<file path="src/rtl/result_hex_fmt.sv">
// ----------------------------------------------------------------------------
// result_hex_fmt
//   Captures an ALU result on alu_done and streams it to the UART transmitter
//   as an ASCII hex line: optional '-', optional "0x", upper-case hex digits
//   with leading zeros suppressed, then CR LF (or LF only).
//   Each byte goes out over a registered valid/ready handshake.
//   A byte transfers on a tx_valid && tx_ready cycle. tx_valid then stays
//   low for one cycle while the next byte is loaded.
//
//   Build option: define HEX_PREFIX_EN to emit "0x" ahead of the digits.
//
// Ports
//   clk       in   system clock, rising edge
//   n_rst     in   asynchronous active-low reset
//   alu_done  in   1-cycle pulse, calc_res/format valid
//   calc_res  in   ALU result, DATA_W bits
//   format    in   0 = unsigned hex, 1 = signed two's complement
//   tx_ready  in   uart_tx accepts a byte this cycle
//   tx_valid  out  tx_data holds a byte to send
//   tx_data   out  ASCII byte
//   busy      out  line in progress
//   fmt_done  out  pulse the cycle after the final EOL byte is accepted
//   ovr_err   out  pulse when alu_done arrives while busy
//
// State   | meaning
// IDLE    | waiting for alu_done
// SIGN    | sending '-'
// PFX0    | sending '0' of the "0x" prefix (HEX_PREFIX_EN only)
// PFX1    | sending 'x' of the "0x" prefix (HEX_PREFIX_EN only)
// DIGIT   | sending nibble[idx], idx counts down to 0
// CR      | sending 0x0D (EOL_CRLF=1 only)
// LF      | sending 0x0A, last byte of the line
// ----------------------------------------------------------------------------
module result_hex_fmt #(
    parameter int DATA_W   = 32,
    parameter int EOL_CRLF = 1
) (
    input  logic              clk,
    input  logic              n_rst,
    input  logic              alu_done,
    input  logic [DATA_W-1:0] calc_res,
    input  logic              format,
    input  logic              tx_ready,
    output logic              tx_valid,
    output logic [7:0]        tx_data,
    output logic              busy,
    output logic              fmt_done,
    output logic              ovr_err
);

    localparam int NIB   = DATA_W / 4;
    localparam int IDX_W = (NIB > 1) ? $clog2(NIB) : 1;

    typedef enum logic [2:0] {
        ST_IDLE,
        ST_SIGN,
`ifdef HEX_PREFIX_EN
        ST_PFX0,
        ST_PFX1,
`endif
        ST_DIGIT,
        ST_CR,
        ST_LF
    } state_t;

    // First state after the optional sign.
`ifdef HEX_PREFIX_EN
    localparam state_t ST_BODY = ST_PFX0;
`else
    localparam state_t ST_BODY = ST_DIGIT;
`endif
    localparam state_t ST_EOL = (EOL_CRLF != 0) ? ST_CR : ST_LF;

    state_t            r_state;
    state_t            w_state_nxt;
    logic [DATA_W-1:0] r_mag;
    logic [DATA_W-1:0] w_mag_nxt;
    logic [DATA_W-1:0] w_mag_cap;
    logic [IDX_W-1:0]  r_idx;
    logic [IDX_W-1:0]  w_idx_nxt;
    logic [IDX_W-1:0]  w_idx_cap;
    logic              w_neg_cap;
    logic              w_xfer;
    logic              w_valid_nxt;
    logic [3:0]        w_nib;
    logic [7:0]        w_byte_nxt;
    logic              r_tx_valid;
    logic [7:0]        r_tx_data;
    logic              r_fmt_done;
    logic              r_ovr_err;

    assign w_xfer = r_tx_valid & tx_ready;

    // Capture path: sign, magnitude and index of the leading nonzero nibble.
    // The most-negative value negates to itself, which is the right magnitude.
    always_comb begin
        w_neg_cap = format & calc_res[DATA_W-1];
        w_mag_cap = w_neg_cap ? (~calc_res + DATA_W'(1)) : calc_res;
        w_idx_cap = '0;
        for (int i = 0; i < NIB; i++) begin
            if (w_mag_cap[i*4 +: 4] != 4'd0) begin
                w_idx_cap = IDX_W'(i);
            end
        end
    end

    always_comb begin
        w_state_nxt = r_state;
        w_mag_nxt   = r_mag;
        w_idx_nxt   = r_idx;
        case (r_state)
            ST_IDLE: begin
                if (alu_done) begin
                    w_mag_nxt   = w_mag_cap;
                    w_idx_nxt   = w_idx_cap;
                    w_state_nxt = w_neg_cap ? ST_SIGN : ST_BODY;
                end
            end
            ST_SIGN: begin
                if (w_xfer) w_state_nxt = ST_BODY;
            end
`ifdef HEX_PREFIX_EN
            ST_PFX0: begin
                if (w_xfer) w_state_nxt = ST_PFX1;
            end
            ST_PFX1: begin
                if (w_xfer) w_state_nxt = ST_DIGIT;
            end
`endif
            ST_DIGIT: begin
                if (w_xfer) begin
                    if (r_idx == '0) begin
                        w_state_nxt = ST_EOL;
                    end else begin
                        w_idx_nxt = r_idx - 1'b1;
                    end
                end
            end
            ST_CR: begin
                if (w_xfer) w_state_nxt = ST_LF;
            end
            ST_LF: begin
                if (w_xfer) begin
                    w_state_nxt = ST_IDLE;
                    w_mag_nxt   = '0;
                    w_idx_nxt   = '0;
                end
            end
            default: begin
                w_state_nxt = ST_IDLE;
            end
        endcase
    end

    // Byte for the state being entered. While stalled, state/idx/mag are
    // unchanged, so tx_data holds steady without a separate hold path.
    always_comb begin
        w_nib = 4'd0;
        for (int i = 0; i < NIB; i++) begin
            if (w_idx_nxt == IDX_W'(i)) begin
                w_nib = w_mag_nxt[i*4 +: 4];
            end
        end
        case (w_state_nxt)
            ST_SIGN:  w_byte_nxt = 8'h2D;
`ifdef HEX_PREFIX_EN
            ST_PFX0:  w_byte_nxt = 8'h30;
            ST_PFX1:  w_byte_nxt = 8'h78;
`endif
            ST_DIGIT: w_byte_nxt = (w_nib < 4'd10) ? (8'h30 + {4'h0, w_nib})
                                                   : (8'h37 + {4'h0, w_nib});
            ST_CR:    w_byte_nxt = 8'h0D;
            ST_LF:    w_byte_nxt = 8'h0A;
            default:  w_byte_nxt = 8'h00;
        endcase
        // Dropping valid for the cycle after a transfer keeps tx_valid
        // purely registered and independent of tx_ready.
        w_valid_nxt = (w_state_nxt != ST_IDLE) && !w_xfer;
    end

    always_ff @(posedge clk or negedge n_rst) begin
        if (!n_rst) begin
            r_state    <= ST_IDLE;
            r_mag      <= '0;
            r_idx      <= '0;
            r_tx_valid <= 1'b0;
            r_tx_data  <= 8'h00;
            r_fmt_done <= 1'b0;
            r_ovr_err  <= 1'b0;
        end else begin
            r_state    <= w_state_nxt;
            r_mag      <= w_mag_nxt;
            r_idx      <= w_idx_nxt;
            r_tx_valid <= w_valid_nxt;
            r_tx_data  <= w_byte_nxt;
            r_fmt_done <= w_xfer && (r_state == ST_LF);
            // The final LF cycle still counts as busy, so a result landing
            // there is dropped as well.
            r_ovr_err  <= alu_done && (r_state != ST_IDLE);
        end
    end

    assign tx_valid = r_tx_valid;
    assign tx_data  = r_tx_data;
    assign busy     = (r_state != ST_IDLE);
    assign fmt_done = r_fmt_done;
    assign ovr_err  = r_ovr_err;

endmodule

</file>
<file path="config.mk">
export PLATFORM = sky130hd
export DESIGN_NAME = result_hex_fmt
export DESIGN_NICKNAME = d
export VERILOG_FILES = /design/src/rtl/result_hex_fmt.sv
export SDC_FILE = /design/constraint.sdc
export NUM_CORES = 1
export LEC_CHECK = 0
export ABC_AREA = 1
export CAP_MARGIN = 20
export CORE_MARGIN = 2
export CORE_UTILIZATION = 57
export DETAILED_ROUTE_END_ITERATION = 8
export PLACE_DENSITY = 0.89
export SLEW_MARGIN = 10
export SYNTH_ARGS = -nofsm -noshare
export SYNTH_HDL_FRONTEND = slang
export SYNTH_SLANG_ARGS = --single-unit
export TNS_END_PERCENT = 50
</file>
<file path="constraint.sdc">
create_clock -name clk -period 3.7 [get_ports clk]
set_clock_uncertainty 0.2 [all_clocks]
set_input_delay 0.555 -clock clk [delete_from_list [all_inputs] [get_ports clk]]
set_output_delay 0.555 -clock clk [all_outputs]
set_load 0.005 [all_outputs]
</file>
== Word-level counts from Yosys, hierarchy flattened ==
Cells that the tools add are included.
Word-level totals
  bits in registers: 49
  latch bits: 0
  RAM bits: 0
  memory bits (read-only): 0
  input port bits: 37
  output and inout port bits: 12
  word-level logic and storage cells: 80
  memories: 0
Cells by class
  add/subtract/negate cells: 4
  multipliers: 0
  divide/modulo/power cells: 0
  order comparisons: 1
  equal/unequal tests: 15
  shift operators: 0
  muxes and demuxes: 34
  bitwise logic cells: 3
  reduce and logical (&&, ||, !) cells: 16
Operator list (number)
  $mux W32: 3
  $pmux W32 S2: 1
  $mux W3: 15
  $add A32 B1 Y32 const B: 1
  $mux W4: 8
  $not A32 Y32: 1
  $pmux W7 S4: 1
  $reduce_bool A4 Y1: 7
  $eq A3 B2 Y1 const B: 6
  $eq A3 B3 Y1 const B: 6
  $pmux W3 S5: 1
  $add A6 B4 Y7 const A: 2
  $eq A3 B1 Y1 const B: 3
  $logic_not A3 Y1: 3
  $pmux W3 S3: 1
  $mux W7: 1
  $reduce_bool A3 Y1: 2
  $lt A4 B4 Y1 const B: 1
  $mux W2: 2
  $logic_and A1 B1 Y1: 3
  $sub A3 B1 Y3 const B: 1
  $and A1 B1 Y1: 2
  $logic_not A1 Y1: 1
  $mux W1: 1

== Depth between registers and ports, before layout ==
  word-level depth: 25
  mapped depth: 32
  mapped depth without buffers: 32

== Worst setup path after synthesis ==
No wires, ideal clock.
  path kind: input-to-reg
  start point: input calc_res[0]
  end point: register r_tx_data[1] (netlist: tx_data[1])
  arrival: 3.120 ns
  path slack: 0.263 ns
  stages: 30
  buffers on the path: 1
  path through: inv_1 -> ha_1 -> nand3_4 -> nor2_8 -> nand3_4 -> nand2_4 -> nand2_2 -> nand2_2 -> nand2_2 -> nor2_2 -> nand3_2 -> nor2_2 -> nand2_1 -> nand2_1 -> nand2_1 -> nand2_4 -> buf_6 -> nand4_1 -> nand2_1 -> inv_1 -> nand4_1 -> o21ai_0 -> nand3_1 -> inv_1 -> ha_1 -> inv_1 -> nand3_1 -> nand2_1 -> nand2_1 -> nand2_1
Between the ends
  word-level cells in the longest chain between the ends: 25
RTL lines
  start: declaration: RTL line 41  | input logic [DATA_W-1:0] calc_res,
  $not A32 Y32: RTL line 98  | w_mag_cap = w_neg_cap ? (~calc_res + DATA_W'(1)) : calc_res;
  $add A32 B1 Y32: RTL line 98
  $mux W32 (*): RTL line 98
  $reduce_bool A4 Y1: RTL line 101  | if (w_mag_cap[i*4 +: 4] != 4'd0) begin
  $mux W1: RTL line 101
  $mux W2: RTL line 101
  $mux W3 (5 in series): RTL line 101
  $mux W3: RTL line 113  | if (alu_done) begin
  $pmux W3 S3: RTL line 111  | case (r_state)
  $logic_not A3 Y1: RTL line 160  | if (w_idx_nxt == IDX_W'(i)) begin
  $mux W4 (7 in series): RTL line 160
  $mux W4 (*): RTL line 160
  $add A6 B4 Y7 (tied with other cells): RTL line 171  | : (8'h37 + {4'h0, w_nib});
  $mux W7 (*): RTL line 170  | ST_DIGIT: w_byte_nxt = (w_nib < 4'd10) ? (8'h30 + {4'h0, w_nib})
  $pmux W7 S4 (*): RTL line 164  | case (w_state_nxt)
  named net w_byte_nxt[1]: RTL line 86  | logic [7:0] w_byte_nxt;
  end signal: assignment: RTL line 195  | r_tx_data <= w_byte_nxt;
  end: declaration: RTL line 88  | logic [7:0] r_tx_data;
The timed path passes the listed nets; every way through them passes the cells marked *.

== Worst setup path after layout ==
  start point: input calc_res[14]
  end point: register r_tx_data[0] (netlist: tx_data[0])
Between the ends
  word-level cells in the longest chain between the ends: 23
RTL lines (RTL line)
  $not A32 Y32: 98
  $add A32 B1 Y32: 98
  $mux W32 (*): 98
  $reduce_bool A4 Y1: 101
  $mux W3 (5 in series): 101
  $mux W3: 113
  $pmux W3 S3: 111
  $logic_not A3 Y1: 160
  $mux W4 (7 in series): 160
  $mux W4 (*): 160
  $add A6 B4 Y7 (tied with other cells): 171
  $mux W7 (*): 170
  $pmux W7 S4 (*): 164
  named net w_byte_nxt[0]: 86
Marked as above.

==> summary by stage <==
Run status
The run finished, with violations left. The final reports fail on design-rule violations, negative setup slack.

Timing
Of the available clock period, the critical path in the final layout requires 107.8%. Derived from the worst setup path, the maximum achievable clock frequency is around 250 MHz. Setup total negative slack on the finished layout was measured at -1.635 ns.

Headroom to the max-slew limit came out at between 50 and 60%. The minimum clock period after layout is 3.990 ns. The number of setup violations in the final report is 7. The final setup slack of the worst path is -0.2899 ns. Hold is met by around 0.021 ns. The count of final hold-check violations is 0. For the pin with the worst max-slew slack, the measured transition is ~0.63 ns. The count of pins over their slew limit is 0.

Power and ir drop
The net switching fraction of the power is a little over half. Cell internal power was estimated by the tool at about 2.7 mW. The analysis attributes to net switching a power of about 3.1 mW.

The total power divided by cell area is around 900 nW/µm². VDD sags by at most around 0.0012 V. Registers are responsible for 16.0% of the overall power. The leakage power total is around 3.3 nW. The clock power share is just under 6%. The combinational share of power is between 70 and 80%.

Worst setup path
The kind of critical path is in -> reg. Counting buffers and inverters, the worst setup path is 28 cells deep. The number of cells on the worst reg-to-reg path is 24. The largest single stage delay on the critical path is approximately 0.28 ns. The buffer and inverter count on the worst path is 7. The category of the worst setup path launch point is an input port. The most common cell type on the critical path is sky130_fd_sc_hd__nand2_1.

The kind of capture point of the worst setup path is a register. Along the worst path, the maximum fanout reaches 5. The kind of cell with the highest combined delay on the critical path is simple AND/OR/NAND/NOR gates. For the worst setup path, the data required time is approximately 3.7 ns.

The highest-delay cell along the critical path is sky130_fd_sc_hd__dlygate4sd2_1. At the worst endpoint, the arrival time is 3.99 ns.

Routing
The post-detailed-route via-to-cell ratio is roughly 6.6. The routed length on met2 is approximately 8900 µm. Before antenna repair, the detailed router went through 9 iterations. The violation count after the first detailed-routing iteration is 1046. The total wirelength of the detailed-routed design is 20230 µm. Dividing the detail-routed wire length by the instance count gives 21.16 µm. For this block, wires on met1 add up to approximately 6200 µm. Once detail routing completed, the nets flagged for antenna violations numbered 0. The detailed router placed 6315 vias in this run. The post-route DRC violation count is 23. The uppermost signal routing layer after detailed routing is met4. The routed design uses about 2800 µm of met3 wire.

Global route
The number of global-route vias before repair is approximately 5.3k. The global router's overall resource usage is between 30% and 40%. The maximum number of pins on one net before global-route repair is between 40 and 50. The first global-routing pass estimated 23980 µm of wire. The leftover overflow at the end of global routing is 0. The initial antenna violation count is 0.

Logic synthesis
Summed over its instances, the top area cell type makes up between 20% and 30% of the synthesized netlist area. The post-synthesis instance area is between 4000 and 5000 µm². Sequential elements use 28.36% of the synthesized area. Yosys attributes the largest share of cell area to sky130_fd_sc_hd__dfrtp_1 (28%), sky130_fd_sc_hd__nand2_1 (16%), sky130_fd_sc_hd__nand3_1 (7.2%).

The top cell type by total area after synthesis is sky130_fd_sc_hd__dfrtp_1. The net count of the mapped netlist is around 700. The number of storage elements in the synthesis netlist is 48. In this run, distinct cell masters in the synthesized netlist total 39. Averaged over all synthesized cells, the footprint is roughly 6.3 µm². The instance count of the mapped netlist is 672.

After synthesis, the share of flip-flops with an asynchronous set or reset is 100.0%. The count of flip-flops with a built-in enable after synthesis is 0. The primary flip-flop cell chosen by synthesis mapping is sky130_fd_sc_hd__dfrtp_1. Yosys printed 0 warnings.

Cells and area
0 antenna diodes ended up in the layout. Of the cells placed in the final design, the portion with a size suffix greater than 1 is between 40% and 50%. The area added between synthesis and finish is 51.88%. For this run, the post-layout net count is 897.

The number of fill cells is 293. Measured on the finished design, the core utilization comes to between 80% and 90%.

Floorplanning
a little under 50 I/O pins were placed. The y dimension of the die is approximately 90 µm. The full die area is ~8100 µm². The effective utilization at floorplan is between 50% and 60%.

The floorplan die width is around 90 µm. The floorplan has 31 rows. The core region is just over 7000 µm².

Clocking
The clock sink total is 48. TritonCTS built the clock tree. The CTS buffer count is 5.

The count of hold-fix buffers inserted at cts is 0. The H-tree depth is 2. The clock tree buffer depth is 2. The clock-pin slew reported for the worst setup and hold paths after clock tree synthesis is approximately 0.10 ns. Clock latency on the worst-skew pair, taken at its later pin, is between 0.3 and 0.4 ns.

The tree is rooted in a sky130_fd_sc_hd__clkbuf_8.

Worst hold path
The tightest min-delay check is of the in -> async type.

Place
The routability congestion estimate is around 0.99. Detailed placement ended at an HPWL of between 10000 and 15000 µm. The number of buffer cells added on primary ports is between 40 and 50.

Run
The number of max-cap violations is 0.
power by group through the flow:
| stage | clock network, mW | logic (mW) | registers (mW) |
|---|---|---|---|
| after global routing | 0.350 | 4.75 | 0.943 |
| after CTS | 0.327 | 3.60 | 0.903 |
| after floorplan | 0 | 2.16 | 0.886 |
| after global placement | 0 | 3.13 | 0.893 |
| final | 0.336 | 4.54 | 0.930 |
| after detailed placement | 0 | 3.32 | 0.911 |
through the flow:
stage / power [mW] / cell area [µm²] / setup WS (ns) / std cells
global placement: 4.024 / 5582 / -0.4233 / 914
floorplan: 3.043 / 4235 / 0.2633 / 672
CTS: 4.833 / 5872 / 0.0005627 / 938
finish: 5.801 / 6432 / -0.2899 / 956
detailed placement: 4.235 / 5582 / -0.6352 / 914
global route: 6.039 / 6432 / -0.5712 / 956
cells by family after synthesis:
| family | after synthesis | synth area share (%) |
|---|---|---|
| xor+xnor | 3 | 0.6205 |
| flops | 48 | 28.36 |
| compound gates | 103 | 13.38 |
| buf+inv | 119 | 11.46 |
| fa+ha+maj | 4 | 1.182 |
| other cells | 1 | 0.08854 |
| simple gates | 394 | 44.90 |
routing by layer:
layer,vias up,track usage (%)
met5,-,0
met4,0,19.49
met3,307,5.616
met2,719,64.54
met1,2761,41.51
li1,2528,-
cells in the mapped netlist, drive strengths merged (3+ instances only):
master / instances
o21ai: 39
nor2: 93
a21oi: 49
nand3b: 8
clkbuf: 12
nand3: 69
xor2: 3
nand4: 17
inv: 98
buf: 8
o211ai: 9
nand2: 200
o31ai: 4
ha: 4
dfrtp: 48
nor3: 5
placed cells by master, fill, tap and decap left out, drive strengths merged, types with 4 or more instances in the layout:
master,Yosys,routed
nand3,69,70
dfrtp,48,48
inv,98,99
clkbuf,12,17
nor2,93,93
clkdlybuf4s50,0,15
o21ai,39,39
o31ai,4,4
nand3b,8,8
buf,8,150
nand2,200,201
nand4,17,17
a21oi,49,49
o211ai,9,9
ha,4,4
nor3,5,5
dlymetal6s2s,0,15
cell type report:
cell class,instances,area (µm²),share of cell area (%)
Multi-Input combinational cell,507,3012,46.82
Timing Repair Buffer,194,1613,25.07
Sequential cell,48,1201,18.67
Inverter,99,384.1,5.972
Tap cell,99,123.9,1.926
Clock buffer,6,82.58,1.284
Clock inverter,2,10.01,0.1556
Timing Repair inverter,1,6.256,0.09726
flip-flops by register name, indices dropped and copies added (netlist names):
register / flops
r_state: 3
r_mag: 32
ovr_err: 1
tx_data: 7
r_idx: 3
fmt_done: 1
tx_valid: 1
worst paths after layout:
check                      slack [ns]                from                   end
max                             -0.29        calc_res[14]  tx_data[0]$_DFF_PN0_
min                              0.02               n_rst   r_mag[26]$_DFF_PN0_
max reg2reg                      0.16  r_idx[0]$_DFF_PN0_  tx_data[1]$_DFF_PN0_
min reg2reg                      0.35  r_mag[8]$_DFF_PN0_    r_mag[8]$_DFF_PN0_
max in group asynchronous        2.75               n_rst   r_mag[10]$_DFF_PN0_
min in group clk                 0.35  r_mag[8]$_DFF_PN0_    r_mag[8]$_DFF_PN0_
repair_timing:
action,in CTS,in global routing
setup buffers,14,16
gates resized for setup,48,166
endpoints found under the setup margin,7,7
cloned,2,1
pin swaps,35,82
No activity file was read; power rests on OpenSTA's default activity.
